**src/rtl/ex_mem_skid_stage_pkg.sv**
```systemverilog
// Shared EX/MEM definitions: control-bundle bit positions, payload sizing
// and the redirect decision used by the skid stage.
package ex_mem_skid_stage_pkg;

    // Bit positions inside the {mem_to_reg, mem_write, mem_read, reg_write} bundle
    localparam int kSAIL_EXMEM_CTRL_REGWRITE = 0;
    localparam int kSAIL_EXMEM_CTRL_MEMREAD  = 1;
    localparam int kSAIL_EXMEM_CTRL_MEMWRITE = 2;
    localparam int kSAIL_EXMEM_CTRL_MEMTOREG = 3;

    // Payload held per slot: {alu_out, store_data, rd, ctrl}
    function automatic int exmem_payload_width(input int data_w, input int rd_w, input int ctrl_w);
        return 2 * data_w + rd_w + ctrl_w;
    endfunction

    localparam int kSAIL_EXMEM_PAYLOAD_WIDTH = exmem_payload_width(32, 5, 4);

    // Jumps always redirect; conditional branches only when the ALU says taken
    function automatic logic exmem_is_redirect(input logic is_jump, input logic is_branch,
                                               input logic branch_enable);
        return is_jump | (is_branch & branch_enable);
    endfunction

endpackage

```
**src/rtl/ex_mem_entry_reg.sv**
```systemverilog
// One buffer slot: a valid bit that is rewritten every cycle plus a payload
// register that only changes when load is asserted.
module ex_mem_entry_reg #(
    parameter int WIDTH = 73
) (
    input  logic             clk,
    input  logic             reset,
    input  logic             valid_d,
    input  logic             load,
    input  logic [WIDTH-1:0] data_d,
    output logic             valid_q,
    output logic [WIDTH-1:0] data_q
);

    // Valid follows valid_d each cycle; payload is captured only on load
    always_ff @(posedge clk or posedge reset) begin
        if (reset) begin
            valid_q <= 1'b0;
            data_q  <= '0;
        end else begin
            valid_q <= valid_d;
            if (load) begin
                data_q <= data_d;
            end
        end
    end

endmodule

```
**src/rtl/ex_mem_skid_stage.sv**
```systemverilog
// EX/MEM boundary: two-entry skid buffer (out slot + skid slot) with a
// registered PC redirect for taken branches and jumps. The input arriving
// while the redirect is visible is on the wrong path and is dropped.
module ex_mem_skid_stage
    import ex_mem_skid_stage_pkg::*;
#(
    parameter int DATA_WIDTH = 32,
    parameter int RD_WIDTH   = 5,
    parameter int CTRL_WIDTH = 4
) (
    input  logic                  clk,
    input  logic                  reset,
    input  logic                  in_valid,
    output logic                  in_ready,
    input  logic [DATA_WIDTH-1:0] in_alu_out,
    input  logic                  in_branch_enable,
    input  logic                  in_is_branch,
    input  logic                  in_is_jump,
    input  logic [DATA_WIDTH-1:0] in_branch_target,
    input  logic [DATA_WIDTH-1:0] in_store_data,
    input  logic [RD_WIDTH-1:0]   in_rd,
    input  logic [CTRL_WIDTH-1:0] in_ctrl,
    input  logic                  flush,
    output logic                  out_valid,
    input  logic                  out_ready,
    output logic [DATA_WIDTH-1:0] out_alu_out,
    output logic [DATA_WIDTH-1:0] out_store_data,
    output logic [RD_WIDTH-1:0]   out_rd,
    output logic [CTRL_WIDTH-1:0] out_ctrl,
    output logic                  redirect_valid,
    output logic [DATA_WIDTH-1:0] redirect_pc
);

    localparam int PW = exmem_payload_width(DATA_WIDTH, RD_WIDTH, CTRL_WIDTH);

    logic [PW-1:0] in_payload;
    logic [PW-1:0] out_payload;
    logic [PW-1:0] out_data_d;
    logic [PW-1:0] skid_payload;
    logic          skid_valid;
    logic          out_valid_d;
    logic          out_load;
    logic          skid_valid_d;
    logic          skid_load;
    logic          squash;
    logic          accept;
    logic          drain;
    logic          redirect_hit;

    assign in_payload = {in_alu_out, in_store_data, in_rd, in_ctrl};

    // in_ready depends only on held state, never on out_ready
    assign in_ready     = ~skid_valid;
    assign squash       = redirect_valid;
    assign accept       = in_valid & in_ready & ~flush & ~squash;
    assign drain        = ~out_valid | out_ready;
    assign redirect_hit = accept & exmem_is_redirect(in_is_jump, in_is_branch, in_branch_enable);

    // Slot steering: skid refills the out slot first, otherwise input goes
    // straight to out, or parks in skid when the out slot is stalled
    always_comb begin
        out_valid_d  = out_valid;
        out_load     = 1'b0;
        out_data_d   = in_payload;
        skid_valid_d = skid_valid;
        skid_load    = 1'b0;
        if (flush) begin
            out_valid_d  = 1'b0;
            skid_valid_d = 1'b0;
        end else if (drain) begin
            if (skid_valid) begin
                out_load     = 1'b1;
                out_data_d   = skid_payload;
                out_valid_d  = 1'b1;
                skid_valid_d = 1'b0;
            end else if (accept) begin
                out_load    = 1'b1;
                out_valid_d = 1'b1;
            end else begin
                out_valid_d = 1'b0;
            end
        end else if (accept) begin
            skid_load    = 1'b1;
            skid_valid_d = 1'b1;
        end
    end

    ex_mem_entry_reg #(.WIDTH(PW)) u_out_slot (
        .clk     (clk),
        .reset   (reset),
        .valid_d (out_valid_d),
        .load    (out_load),
        .data_d  (out_data_d),
        .valid_q (out_valid),
        .data_q  (out_payload)
    );

    ex_mem_entry_reg #(.WIDTH(PW)) u_skid_slot (
        .clk     (clk),
        .reset   (reset),
        .valid_d (skid_valid_d),
        .load    (skid_load),
        .data_d  (in_payload),
        .valid_q (skid_valid),
        .data_q  (skid_payload)
    );

    assign {out_alu_out, out_store_data, out_rd, out_ctrl} = out_payload;

    // One-cycle redirect pulse; accept already excludes flush and squash,
    // so a redirect can never follow a redirect
    always_ff @(posedge clk or posedge reset) begin
        if (reset) begin
            redirect_valid <= 1'b0;
            redirect_pc    <= '0;
        end else begin
            redirect_valid <= redirect_hit;
            if (redirect_hit) begin
                redirect_pc <= in_branch_target;
            end
        end
    end

endmodule

```
**config.mk**
```make
export PLATFORM = sky130hd
export DESIGN_NAME = ex_mem_skid_stage
export DESIGN_NICKNAME = d
export VERILOG_FILES = /design/src/rtl/ex_mem_skid_stage_pkg.sv /design/src/rtl/ex_mem_entry_reg.sv /design/src/rtl/ex_mem_skid_stage.sv
export SDC_FILE = /design/constraint.sdc
export NUM_CORES = 1
export LEC_CHECK = 0
export CAP_MARGIN = 20
export CORE_ASPECT_RATIO = 0.7
export CORE_MARGIN = 2
export CORE_UTILIZATION = 25
export CTS_CLUSTER_DIAMETER = 200
export DETAILED_ROUTE_END_ITERATION = 6
export HOLD_SLACK_MARGIN = 0.05
export PLACE_DENSITY = 0.44
export SKIP_LAST_GASP = 1
export SLEW_MARGIN = 0
export SYNTH_ARGS = -nofsm -noshare
export SYNTH_HDL_FRONTEND = slang
export SYNTH_HIERARCHICAL = 1
export SYNTH_SLANG_ARGS = --single-unit
```
**constraint.sdc**
```tcl
create_clock -name clk -period 3.2 [get_ports clk]
set_clock_uncertainty 0.05 [all_clocks]
set_input_delay 0.64 -clock clk [delete_from_list [all_inputs] [get_ports clk]]
set_output_delay 0.64 -clock clk [all_outputs]
set_load 0.02 [all_outputs]
```
==> parameters.txt <==
Parameter                              Value

Outcome
  Outcome ... finished, final reports clean

STA
  Tightest slew margin relative to the limit ... a little over half
  Crit share post-route ... between 80% and 90%
  Top achievable clock speed ... just under 400 MHz
  Clock period minus final worst setup slack ... between 2 and 3 ns
  Final slew viol count ... 0
  Unrepaired setup endpoints after global routing ... no
  Final-report hold violation count ... 0
  Transition time at the pin with the least slew margin ... slightly above 0.7 ns
  Number of setup violations in the final report ... 0
  Fin Setup TNS ... 0 ns

Clock network
  Longest Clk Path Bufs ... 2
  Clock latency on the worst-skew pair ... ~0.44 ns
  Post-CTS clock slew at the launch and capture registers of the worst setup and hold paths ... 0.07 ns
  CTS Hold Bufs ... 0
  CTS tree ... done
  CTS Sinks ... 181
  Setup repair bufs after CTS ... 0
  Number of H-tree branching levels ... 4
  Num CTS Buffers ... 17
  CTS-repair resized insts ... 0
  Cell at the root of the clock tree ... sky130_fd_sc_hd__clkbuf_16

Logic synthesis
  Syn Nets ... 586
  Post-synthesis instance total ... ~470
  Post-Syn Area per Cell ... 17.69 µm²
  Sequential share of the synthesized area ... between 50% and 60%
  Library cell with the largest summed area after synthesis ... sky130_fd_sc_hd__dfrtp_1
  Mapped Area ... between 8000 and 9000 µm²
  Number of register bits inferred by synthesis ... ~180
  Largest cells by area after synthesis ... sky130_fd_sc_hd__dfrtp_1 (54%), sky130_fd_sc_hd__mux2_4 (25%), sky130_fd_sc_hd__mux2_2 (10%)
  Area share of the largest cell type after synthesis ... 54.14%
  Number of warnings reported in the yosys synthesis log ... 6
  Number of distinct standard cells referenced by the synthesized netlist ... 18

Route
  Drt first-iter violations ... between 100 and 150
  Number of iterations in the first detailed-routing pass ... 4
  Number of antenna-violating nets in the routed design ... 0
  Total routed wirelength ... 21000 µm
  Number of vias after detailed routing ... between 4000 and 5000
  Average via count per standard cell ... between 4 and 5
  Avg WL per Cell ... between 15 and 20 µm
  Total DRC errors in the routed layout ... 0

Placement
  Half-perimeter wire length of the detailed placement result ... approximately 14000 µm
  Global placer's final weighted congestion ... ~0.73
  Port buffer count ... 220
  Post-Place Cells ... between 1000 and 1500

Critical path
  Cell breakdown of the critical path ... clkdlybuf4s50_1 -> or4b_4 -> and2_1 -> nor3_2 -> buf_4 -> buf_12 -> mux2_4
  Critical path's top delay family ... simple AND/OR/NAND/NOR gates
  Required time of the worst setup path ... 3.46 ns
  Critical path capture point type ... register
  Crit path kind ... input port to register
  Launching element type of the critical path ... input port
  Top fanout value on the critical path ... 21
  Maximum cell stage delay along the critical path ... between 0.5 and 0.6 ns
  CP bufs+invs ... 3
  Slowest stage cell, crit path ... sky130_fd_sc_hd__or4b_4
  Arrival time at the worst endpoint ... 2.86 ns

Die
  Core footprint ... ~33000 µm²
  Initial cell density of the core ... 25.19%
  Number of rows created at floorplan ... 56
  Top-level I/O count ... around 220
  Die width ... roughly 220 µm
  Die area ... ~35000 µm²
  Chip height ... between 150 and 200 µm

Global route
  GRT overflow ... 0
  Wire length of the first global-routing pass ... approximately 32000 µm
  Largest net degree at the start of global routing ... 74
  Total routing usage reported by global routing ... 12.36%
  Number of antenna violations at the first check in global routing ... 1
  Number of global-route vias before repair ... about 5400

Finish
  Final net count ... 816
  N_diodes ... 0
  Fill cell total of the finished layout ... about 3200
  Relative area change from synthesis to final layout ... 38.38%
  Share of post-route cells with drive strength above 1 ... between 30% and 40%
  Layout Cells excl Fill ... approximately 1200

Power and ir drop
  Pleak ... 4.896 nW
  Power density of the placed cells ... about 640 nW/µm²
  Maximum resistive drop on vdd ... around 0.00031 V
  Total Power Consumption ... 7.451 mW

Job
  Maximum capacitance violations ... 0

Min path
  Worst min path class ... register to register
-- per-stage QoR --
step / hold slack, ns / util, % / cell area [µm²] / setup WS (ns)
after floorplan: 0.4250 / - / 8366 / 0.6284
after global placement: 0.4212 / 33.05 / 10980 / 0.1411
after detailed placement: 0.4237 / 33.05 / 10980 / 0.1268
after CTS: 0.4396 / 34.86 / 11580 / 0.5927
after global routing: 0.4566 / 34.86 / 11580 / 0.5130
final: 0.4354 / 34.86 / 11580 / 0.6019
-- final timing paths --
| kind | endpoint | cells past startpoint | slack (ns) | start |
|---|---|---|---|---|
| max | u_out_slot/data_q[57] | 7 | 0.60 | flush |
| min | redirect_pc[18] | 1 | 0.44 | redirect_pc[18] |
| max reg2reg | u_out_slot/data_q[57] | 6 | 0.88 | u_skid_slot/valid_q |
| min reg2reg | redirect_pc[18] | 1 | 0.44 | redirect_pc[18] |
| max in group asynchronous | u_skid_slot/data_q[34] | 3 | 1.79 | reset |
| min in group asynchronous | u_out_slot/data_q[1] | 2 | 0.62 | reset |
-- cells in the mapped netlist --
cell                       count
sky130_fd_sc_hd__buf_12       14
sky130_fd_sc_hd__nor2_8        1
sky130_fd_sc_hd__buf_8         3
sky130_fd_sc_hd__mux2_4      140
sky130_fd_sc_hd__a21oi_1       2
sky130_fd_sc_hd__mux2_2       76
sky130_fd_sc_hd__and2_1        1
sky130_fd_sc_hd__nand2b_1      1
sky130_fd_sc_hd__mux2_1       35
sky130_fd_sc_hd__dfrtp_1     181
sky130_fd_sc_hd__nor2b_1       1
sky130_fd_sc_hd__nor2_1        1
sky130_fd_sc_hd__nor3_1        2
sky130_fd_sc_hd__nor3_2        1
sky130_fd_sc_hd__or4b_4        1
sky130_fd_sc_hd__buf_6         2
sky130_fd_sc_hd__buf_2         7
sky130_fd_sc_hd__inv_1         4
-- placed cells by master, fill, tap and decap left out, drive strengths merged --
| master | Yosys | layout |
|---|---|---|
| mux2 | 251 | 251 |
| clkdlybuf4s50 | 0 | 220 |
| dfrtp | 181 | 181 |
| clkbuf | 0 | 23 |
| buf | 26 | 17 |
| clkinv | 0 | 5 |
| inv | 4 | 5 |
| nor3 | 3 | 3 |
| a21oi | 2 | 2 |
| clkinvlp | 0 | 2 |
| nor2 | 2 | 2 |
| or4b | 1 | 1 |
| nor2b | 1 | 1 |
| nand2b | 1 | 1 |
| and2 | 1 | 1 |
| bufinv | 0 | 1 |
-- cell families (layout without fill, tap and decap cells) --
logic type / Yosys count / in the layout / share of synthesized area, %
buf+inv: 30 / 273 / 4.756
flops: 181 / 181 / 54.14
compound gates: 2 / 2 / 0.1197
mux: 251 / 251 / 40.07
simple gates: 9 / 9 / 0.9124
-- per-layer routing --
metal | track usage (%) | up-vias | share of wire (%)
li1 | - | 2143 | -
met1 | 16.00 | 2434 | 46
met2 | 19.76 | 91 | 48
met3 | 3.752 | 17 | 4.3
met4 | 4.123 | 2 | 1.5
met5 | 0 | - | 0.062
-- worst register-to-register path: cells and delay by family (launching register included) --
family                 cells  cell delay, ns
multiplexers               1            0.33
flip-flops                 1            0.39
buffers and inverters      2            0.43
AND/OR/NAND/NOR            3            1.01
-- cell type report --
class                   count  area, µm²  area share (%)
clock buffers              23      508.0           4.388
clock inverters             9      90.09          0.7782
inverters                   4      17.52          0.1513
multi-input cells         262       3457           29.86
flip-flops and latches    181       4529           39.13
well taps                 435      544.3           4.702
repair buffers            237       2430           20.99
-- power by group --
group	switching [mW]	internal (mW)
clock network	0.926	1.20
registers	0.310	2.83
logic	0.855	1.33
-- registers in the layout (all words and copies together), names as in the netlist --
register / flops
u_out_slot/data_q: 73
u_skid_slot/data_q: 73
redirect_pc: 32
redirect_valid: 1
u_out_slot/valid_q: 1
u_skid_slot/valid_q: 1
(Power assumes the default switching activity.)
